==> config.mk <==
export PLATFORM = sky130hd
export DESIGN_NAME = ysyx_23060203_read_xbar
export DESIGN_NICKNAME = d
export VERILOG_FILES = /design/src/rtl/ysyx_23060203_pkg.sv /design/src/rtl/ysyx_23060203_addr_dec.sv /design/src/rtl/ysyx_23060203_read_xbar.sv
export SDC_FILE = /design/constraint.sdc
export NUM_CORES = 1
export LEC_CHECK = 0
export ABC_AREA = 1
export CELL_PAD_IN_SITES_DETAIL_PLACEMENT = 1
export CELL_PAD_IN_SITES_GLOBAL_PLACEMENT = 2
export CORE_MARGIN = 2
export CORE_UTILIZATION = 17
export CTS_CLUSTER_SIZE = 20
export DETAILED_ROUTE_END_ITERATION = 8
export PLACE_DENSITY = 0.92
export SLEW_MARGIN = 15
export SYNTH_ARGS = -nofsm -noshare
export SYNTH_HDL_FRONTEND = slang
export SYNTH_SLANG_ARGS = --single-unit
==> constraint.sdc <==
create_clock -name clock -period 3.6 [get_ports clock]
set_input_delay 0.36 -clock clock [delete_from_list [all_inputs] [get_ports clock]]
set_output_delay 0.36 -clock clock [all_outputs]
set_load 0.1 [all_outputs]
==> src/rtl/ysyx_23060203_pkg.sv <==
// Shared definitions for the ysyx_23060203 AXI crossbars: window defaults,
// response codes, crossbar FSM states and target select.
// Pure declarations; no logic, no latency, no backpressure.
package ysyx_23060203_pkg;

  localparam logic [31:0] CLINT_BASE_DEFAULT = 32'h0200_0000;
  localparam logic [31:0] CLINT_MASK_DEFAULT = 32'h0000_FFFF;

  localparam int ID_W = 4;

  localparam logic [1:0] RESP_OKAY   = 2'b00;
  localparam logic [1:0] RESP_SLVERR = 2'b10;

  typedef enum logic [1:0] {
    IDLE,
    AR,
    R,
    ERR
  } xbar_state_t;

  typedef enum logic {
    TGT_SOC,
    TGT_CLINT
  } xbar_tgt_t;

endpackage

==> src/rtl/ysyx_23060203_addr_dec.sv <==
// CLINT window decoder: flags CLINT hits and CLINT requests it cannot serve.
// Purely combinational, zero latency.
// No handshake of its own; the caller decides when the result is used.
module ysyx_23060203_addr_dec
  import ysyx_23060203_pkg::*;
#(
  parameter logic [31:0] CLINT_BASE = CLINT_BASE_DEFAULT,
  parameter logic [31:0] CLINT_MASK = CLINT_MASK_DEFAULT
) (
  input  logic [31:0] araddr,
  input  logic [7:0]  arlen,
  input  logic [2:0]  arsize,
  output logic        hit_clint,
  output logic        illegal
);

  // The CLINT only serves single-beat accesses of at most 32 bits.
  assign hit_clint = ((araddr & ~CLINT_MASK) == CLINT_BASE);
  assign illegal   = hit_clint && ((arlen != 8'd0) || (arsize > 3'd2));

endmodule

==> src/rtl/ysyx_23060203_read_xbar.sv <==
// AXI read crossbar: one master to CLINT / SoC, with local SLVERR for bad CLINT reads.
// Latency: AR handshake N -> target arvalid N+1; local error beats start at N+1.
// Backpressure: one transaction outstanding; in_arready only in IDLE, R beats held while in_rready low.
module ysyx_23060203_read_xbar
  import ysyx_23060203_pkg::*;
#(
  parameter logic [31:0] CLINT_BASE = CLINT_BASE_DEFAULT,
  parameter logic [31:0] CLINT_MASK = CLINT_MASK_DEFAULT
) (
  input  logic            clock,
  input  logic            reset,
  // master side
  input  logic [31:0]     in_araddr,
  input  logic            in_arvalid,
  output logic            in_arready,
  input  logic [ID_W-1:0] in_arid,
  input  logic [7:0]      in_arlen,
  input  logic [2:0]      in_arsize,
  input  logic [1:0]      in_arburst,
  output logic            in_rvalid,
  input  logic            in_rready,
  output logic [31:0]     in_rdata,
  output logic [1:0]      in_rresp,
  output logic            in_rlast,
  output logic [ID_W-1:0] in_rid,
  // CLINT read port
  output logic [31:0]     clint_araddr,
  output logic            clint_arvalid,
  input  logic            clint_arready,
  output logic [ID_W-1:0] clint_arid,
  output logic [7:0]      clint_arlen,
  output logic [2:0]      clint_arsize,
  output logic [1:0]      clint_arburst,
  input  logic            clint_rvalid,
  output logic            clint_rready,
  input  logic [31:0]     clint_rdata,
  input  logic [1:0]      clint_rresp,
  input  logic            clint_rlast,
  input  logic [ID_W-1:0] clint_rid,
  // SoC read port
  output logic [31:0]     soc_araddr,
  output logic            soc_arvalid,
  input  logic            soc_arready,
  output logic [ID_W-1:0] soc_arid,
  output logic [7:0]      soc_arlen,
  output logic [2:0]      soc_arsize,
  output logic [1:0]      soc_arburst,
  input  logic            soc_rvalid,
  output logic            soc_rready,
  input  logic [31:0]     soc_rdata,
  input  logic [1:0]      soc_rresp,
  input  logic            soc_rlast,
  input  logic [ID_W-1:0] soc_rid
);

  xbar_state_t     state_q, state_d;
  xbar_tgt_t       tgt_q, tgt_d;
  logic [31:0]     araddr_q, araddr_d;
  logic [ID_W-1:0] arid_q, arid_d;
  logic [7:0]      arlen_q, arlen_d;
  logic [2:0]      arsize_q, arsize_d;
  logic [1:0]      arburst_q, arburst_d;
  logic [7:0]      cnt_q, cnt_d;

  logic hit_clint;
  logic illegal;

  // Decoding the incoming address in IDLE is equivalent to decoding the
  // captured one, and lets the target be registered alongside the fields.
  ysyx_23060203_addr_dec #(
    .CLINT_BASE (CLINT_BASE),
    .CLINT_MASK (CLINT_MASK)
  ) u_addr_dec (
    .araddr    (in_araddr),
    .arlen     (in_arlen),
    .arsize    (in_arsize),
    .hit_clint (hit_clint),
    .illegal   (illegal)
  );

  // State, target, captured AR fields and error beat counter.
  always_ff @(posedge clock or posedge reset) begin
    if (reset) begin
      state_q   <= IDLE;
      tgt_q     <= TGT_SOC;
      araddr_q  <= '0;
      arid_q    <= '0;
      arlen_q   <= '0;
      arsize_q  <= '0;
      arburst_q <= '0;
      cnt_q     <= '0;
    end else begin
      state_q   <= state_d;
      tgt_q     <= tgt_d;
      araddr_q  <= araddr_d;
      arid_q    <= arid_d;
      arlen_q   <= arlen_d;
      arsize_q  <= arsize_d;
      arburst_q <= arburst_d;
      cnt_q     <= cnt_d;
    end
  end

  // Next state and all outputs; anything the current state does not drive stays 0,
  // which keeps the always-valid CLINT R channel off the master outside R.
  always_comb begin
    state_d   = state_q;
    tgt_d     = tgt_q;
    araddr_d  = araddr_q;
    arid_d    = arid_q;
    arlen_d   = arlen_q;
    arsize_d  = arsize_q;
    arburst_d = arburst_q;
    cnt_d     = cnt_q;

    in_arready    = 1'b0;
    in_rvalid     = 1'b0;
    in_rdata      = '0;
    in_rresp      = RESP_OKAY;
    in_rlast      = 1'b0;
    in_rid        = '0;

    clint_araddr  = '0;
    clint_arvalid = 1'b0;
    clint_arid    = '0;
    clint_arlen   = '0;
    clint_arsize  = '0;
    clint_arburst = '0;
    clint_rready  = 1'b0;

    soc_araddr    = '0;
    soc_arvalid   = 1'b0;
    soc_arid      = '0;
    soc_arlen     = '0;
    soc_arsize    = '0;
    soc_arburst   = '0;
    soc_rready    = 1'b0;

    case (state_q)
      IDLE: begin
        in_arready = 1'b1;
        if (in_arvalid) begin
          araddr_d  = in_araddr;
          arid_d    = in_arid;
          arlen_d   = in_arlen;
          arsize_d  = in_arsize;
          arburst_d = in_arburst;
          if (illegal) begin
            state_d = ERR;
            tgt_d   = TGT_CLINT;
            cnt_d   = in_arlen;
          end else if (hit_clint) begin
            state_d = AR;
            tgt_d   = TGT_CLINT;
          end else begin
            state_d = AR;
            tgt_d   = TGT_SOC;
          end
        end
      end

      AR: begin
        if (tgt_q == TGT_CLINT) begin
          clint_araddr  = araddr_q;
          clint_arvalid = 1'b1;
          clint_arid    = arid_q;
          clint_arlen   = arlen_q;
          clint_arsize  = arsize_q;
          clint_arburst = arburst_q;
          if (clint_arready) state_d = R;
        end else begin
          soc_araddr    = araddr_q;
          soc_arvalid   = 1'b1;
          soc_arid      = arid_q;
          soc_arlen     = arlen_q;
          soc_arsize    = arsize_q;
          soc_arburst   = arburst_q;
          if (soc_arready) state_d = R;
        end
      end

      R: begin
        if (tgt_q == TGT_CLINT) begin
          in_rvalid    = clint_rvalid;
          in_rdata     = clint_rdata;
          in_rresp     = clint_rresp;
          in_rlast     = clint_rlast;
          in_rid       = clint_rid;
          clint_rready = in_rready;
        end else begin
          in_rvalid    = soc_rvalid;
          in_rdata     = soc_rdata;
          in_rresp     = soc_rresp;
          in_rlast     = soc_rlast;
          in_rid       = soc_rid;
          soc_rready   = in_rready;
        end
        if (in_rvalid && in_rready && in_rlast) state_d = IDLE;
      end

      ERR: begin
        // cnt counts remaining beats minus one, so arlen=255 yields 256 beats.
        in_rvalid = 1'b1;
        in_rresp  = RESP_SLVERR;
        in_rid    = arid_q;
        in_rlast  = (cnt_q == 8'd0);
        if (in_rready) begin
          if (cnt_q == 8'd0) state_d = IDLE;
          else               cnt_d   = cnt_q - 8'd1;
        end
      end

      default: state_d = IDLE;
    endcase
  end

endmodule
==> results of run 1 <==
logic make-up after synthesis:
group	after synthesis
xor gates and xnor gates	2
AOI/OAI and AO/OA	101
and+or+nand+nor	337
adders and majority gates	2
buffers and inverters	108
DFF	60
flip-flops by register name (all words and copies together) (netlist names):
| name | cells |
|---|---|
| tgt_q | 1 |
| arlen_q | 8 |
| arburst_q | 2 |
| arsize_q | 3 |
| araddr_q | 32 |
| state_q | 2 |
| arid_q | 4 |
| cnt_q | 8 |
how the worst max path moves through the flow:
stage / startpoint / to / slack (ns) / depth (start not counted)
after global placement: state_q[0] / clint_araddr[17] / 1.35 / 5
after CTS: state_q[0] / clint_araddr[29] / 0.85 / 5
after floorplan: tgt_q / in_rid[0] / 0.06 / 4
after global routing: state_q[0] / clint_araddr[29] / 0.69 / 5
final: state_q[0] / clint_araddr[29] / 0.89 / 5
after detailed placement: state_q[0] / clint_araddr[29] / 1.21 / 5
power by group:
part | switching (mW) | total, mW | internal [mW]
Clock | 0.301 | 0.963 | 0.663
Combinational | 4.00 | 5.32 | 1.31
Sequential | 0.151 | 1.14 | 0.985
cell usage in the layout (no fill, tap or decap), types with 2 or more instances in the layout:
cell type	synthesis	layout
nand2_4	1	2
inv_2	3	4
xnor2_1	2	2
nor3_1	3	3
nand2_1	131	129
buf_4	5	109
a21oi_1	79	79
clkbuf_16	0	9
ha_1	2	2
nor2_1	178	178
nor2_4	2	2
clkbuf_8	0	3
nand2_2	2	3
dfrtp_1	60	59
bufinv_16	0	2
o32ai_1	4	4
o21ai_0	14	14
inv_1	69	68
clkdlybuf4s50_1	0	134
nand3_1	18	18
buf_12	0	41
cells in the mapped netlist, types with 2 or more instances:
master / instances / area share (%)
xnor2_1: 2 / 0.45
dfrtp_1: 60 / 39
nor2_1: 178 / 17
a21oi_1: 79 / 10
clkbuf_1: 17 / 1.7
o21ai_0: 14 / 1.8
nand2_2: 2 / 0.32
ha_1: 2 / 0.65
buf_2: 12 / 1.6
buf_4: 5 / 0.97
inv_2: 3 / 0.29
nor2_4: 2 / 0.58
nand2_1: 131 / 13
nand3_1: 18 / 2.3
inv_1: 69 / 6.7
nor3_1: 3 / 0.39
o32ai_1: 4 / 0.91
through the flow:
stage               hold slack, ns  instances
finish                       0.465       1160
global placement             0.467       1143
CTS                          0.484       1159
floorplan                    0.453        610
detailed placement           0.478       1143
global route                 0.514       1160
per-layer routing:
layer	part of all wire, %	vias to the layer above	track usage, %
met5	0.068	-	0
met4	0.43	2	2.91
met3	7.3	9	3.78
met2	48	202	24.9
met1	44	2270	17.8
li1	-	2387	-
final cells by class:
cell class	count	area, um^2
fill	2710	15100
timing repair buffer	284	2980
multi-input combinational	442	1920
sequential	60	1500
tap	285	357
clock buffer	13	270
inverter	72	270
clock inverter	3	67.6
antenna	1	2.50
critical path, cell delays in order, from the launching register on:
cell	delay (ns)
dfrtp_1	0.47
inv_2	0.12
nor2_1	0.17
nand2_2	0.53
nor2_1	0.34
buf_4	0.34
==> metrics, run 1 <==
pre-CTS setup slack 1.21 ns; worst r2r src state_q[1]; Worst EP required 3.24 ns; largest net degree at the start of global routing 60; Max Slew Vio Count 0; skew final 0.00595 ns; dpl cell area 7030 um^2; Max clock buf depth 2; Top FF cell, synth dfrtp_1; vias in the first global route 4,989; Final setup viols 0; RePlAce Congestion 0.777; root buf cell clkbuf_16; Initial Util 17.2%; Synth Instances 610; Core Area 22,400 um^2; Slew HR 35.1%; Leakage 3.67 nW; DR iter-0 viols 153; Data arrival, critical path 2.35 ns; Mapped Area 3860 um^2; Pwr Total 7.41 mW; status completed; Avg WL per Cell 15.3 um; Synth Area in XOR/XNOR 0.454%; Synth cell types 26; P&R area growth vs syn 91.1%; drt drc 0; first-pass GRT wire length 27.0 mm; main combinational cell family by area after synthesis simple AND/OR/NAND/NOR gates; crit path kind reg2out; postcts setup bufs 0; asr flop ratio synth 100%; Synth Area in Adders 0.649%; multiplexer share of the synthesized area 0%; R2R Path End cnt_q[7]; final WL 17.7 mm; Syn. warnings 0; clk slew on worst S/H paths 0.06 ns; IO buf count 277; die area 23,900 um^2; Total GRT Usage 14.3%; Fin. Hold Viols 0; post-synthesis compound-gate area fraction 13.8%; Die X-Extent 155 um; hold buffers post-CTS 0; aggregate negative setup slack 0 ns; R2R Setup Slk 1.58 ns; Worst setup SP type register; Rows 55; hpwl dp 14.0 mm; Tmin final 2.71 ns; Finished Core Util 32.8%; H-tree levels 3; EDFF count, synth 0; worst-margin pin slew 0.974 ns; Crit Path Max Fanout 50; CP endpoint kind output port; FF+latch count, synth 60; final worst slack 0.890 ns; 1st-pass router iterations 6; FMAX 0.369 GHz; via count 4,870; Post-Synth Simple-Gate Area 34.6%; antenna violations before repair 2; worst hold path class in2async; period utilization 75.3%; post-CTS sizing 0; worst-case reg-to-reg path depth 8; count of clock tree sinks 60; sequential cell area fraction in the yosys report 38.9%; TritonCTS Buffers 9; # IOs 278; layout cell share with drive strength beyond 1 20.6%; Max rail drop VDD 0.000585 V; clk_lat worst skew 0.32 ns; Final Instance Area 7370 um^2; Synth Area per Inst 6.32 um^2; Overflow after GRT 0; number of nets in the layout 1,006; Routed Antenna Nets 0; PwrDens 1010 nW/um^2; MaxCap Viol Count 0; Die Ht 155 um; RSZ-0062 raised after global routing false; Via-to-Cell Ratio 4.20; synthesized net count 747; CTS tree done
(Power assumes the default switching activity.)
==> inputs of run 2 (changes only) <==
Settings changed: CORE_UTILIZATION 17 to 16, PLACE_DENSITY 0.92 to 0.88.
Clock period 3.6 ns to 2.5 ns, I/O delays scaled along.
==> run 2 against run 1 <==
Effect of this change: clock skew is 0.00085 ns lower; sequential share of layout area is 3.6 points lower; wire length is 7.5% higher; cell area is 22% higher; hold slack worse by 0.17 ns; sequential cell count stayed put; core utilization is 5.3 points higher; first-iteration DRC count is 7.2% higher; critical endpoint is now soc_araddr[22]; highest routed layer is now met4.
==> metrics, run 2 (synthesis gave the netlist of run 1 again) <==
RSZ-0062 raised after global routing false; crit path kind reg2out; most frequent cells in the layout 166 x nor2_1, 148 x buf_12, 134 x clkdlybuf4s50_1; die area 25,400 um^2 (+6.1%); Max Slew Vio Count 0 (unchanged); WHS 0.294 ns (-0.171 ns); TritonCTS Buffers 9 (unchanged); period utilization 94.3%; fin cells 1,197 (+3.2%); clk_lat worst skew 0.34 ns (+0.02 ns); area of the multi-input gates 2150 um^2 (+12%); hpwl dp 15.3 mm (+9.2%); Initial Util 16.4% (-0.81 points); Top Registers araddr_q (32), arlen_q (8), cnt_q (8); # IOs 278 (unchanged); PwrDens 1320 nW/um^2 (+32%); Routed Antenna Nets 0 (unchanged); Crit Path Max Fanout 37 (-26%); Total GRT Usage 15.1% (+0.78 points); status completed; clk slew on worst S/H paths 0.05 ns (about the same); worst hold path class in2async; Worst EP required 2.25 ns (-0.99 ns); hold buffers post-CTS 0 (unchanged); Slew HR 62.1% (+27 points); Fin. Hold Viols 0 (unchanged); final WL 19.1 mm (+7.5%); worst-margin pin slew 0.567 ns (-0.406 ns); post-CTS sizing 0 (unchanged); P&R area growth vs syn 133%; layout cell share with drive strength beyond 1 26.9% (+6.3 points); root buf cell clkbuf_16; count of clock tree sinks 60 (unchanged); Seq. cell area 1500 um^2 (unchanged); routed wl met3 1.54 mm (+18%); Die X-Extent 159 um (+3.0%); Rows 56 (+1.8%); Top reg by flops araddr_q; CTS tree done; vias in the first global route 5,233 (+4.9%); Leakage 4.01 nW (+9.3%); Max clock buf depth 2 (unchanged); Finished Core Util 38.1% (+5.3 points); Avg WL per Cell 15.9 um (+4.2%); Top Metal Used met4; Final setup viols 0 (unchanged); postcts setup bufs 0 (unchanged); via count 4,958 (+1.8%); Core Area 23,500 um^2 (+4.9%); MaxCap Viol Count 0 (unchanged); IO buf count 277 (unchanged); number of nets in the layout 1,009 (+0.30%); H-tree levels 3 (unchanged); Via-to-Cell Ratio 4.14 (-1.3%); Worst setup SP type register; antenna violations before repair 0 (-2); cell count after placement 1,180 (+3.2%); first-pass GRT wire length 30.2 mm (+12%); Max rail drop VDD 0.000769 V (+31%); drt drc 0 (unchanged); largest net degree at the start of global routing 102 (+70%); CP endpoint kind output port; WL met1 8.12 mm (+3.9%); 1st-pass router iterations 6 (unchanged); commonest non-fill, non-tap cell in the layout nor2_1; worst-case reg-to-reg path depth 8 (unchanged); Data arrival, critical path 2.11 ns (-0.24 ns); skew final 0.00510 ns (-0.000848 ns); Tmin final 2.36 ns; Overflow after GRT 0 (unchanged); Pwr Total 11.9 mW (+60%); FILL cells 2,680 (-1.1%); FMAX 0.424 GHz; Die Ht 159 um (+3.0%); max reg flops 32 (unchanged); RePlAce Congestion 0.838 (+7.9%); met2 wire length 9.22 mm (+8.2%); DR iter-0 viols 164 (+7.2%)
run 2: cell types whose count changed in the layout (fill, tap and decap cells not counted), moves of 4 or more:
cell and delta:
a21oi_1 -34, a21oi_2 +34, buf_12 +107, buf_4 -104
nor2_1 -12, nor2_2 +6, nor2_4 +6, o32ai_1 -4
o32ai_2 +4
run 2: stage by stage:
| stage | setup WS, ns | area, um^2 | setup TNS [ns] |
|---|---|---|---|
| floorplan | -0.788 | 4080 | -29.77 |
| finish | 0.143 | 8970 | 0 |
| global placement | 0.571 | 8660 | 0 |
| detailed placement | 0.467 | 8660 | 0 |
| global route | 0.0192 | 8970 | 0 |
| CTS | 0.0964 | 8970 | 0 |
run 2: worst paths after layout:
path,to,slack (ns),from
max,soc_araddr[22],0.14,state_q[1]
min,arburst_q[0],0.29,reset
max reg2reg,cnt_q[3],0.70,state_q[1]
min reg2reg,araddr_q[18],0.49,araddr_q[18]
max in group asynchronous,arid_q[0],1.54,reset
min in group clock,araddr_q[18],0.49,araddr_q[18]
run 2: layer usage:
layer,vias to the layer above,track usage (%)
li1,2399,-
met1,2339,18.6
met2,208,25.5
met3,12,4.87
met4,0,3.60
met5,-,0
run 2: cell type report:
cell class | instances | share of cell area, %
timing repair buffer | 287 | 48.4
inverter | 72 | 3.01
multi-input combinational | 442 | 24.0
sequential | 60 | 16.8
clock inverter | 4 | 0.530
clock buffer | 12 | 2.86
tap | 319 | 4.45
antenna | 1 | 0.0279
run 2: where the power goes:
part,leakage (nW),internal (mW),switching [mW]
logic,3.19,2.84,6.11
registers,0.673,1.42,0.221
clock network,0.149,0.822,0.464
total,4.01,5.08,6.80
run 2: critical path, cell delays in order, from the launching register on:
cell and delay, ns:
dfrtp_1 0.51, nor3_4 0.30, inv_2 0.23, buf_12 0.25, nor2_1 0.22, buf_12 0.21
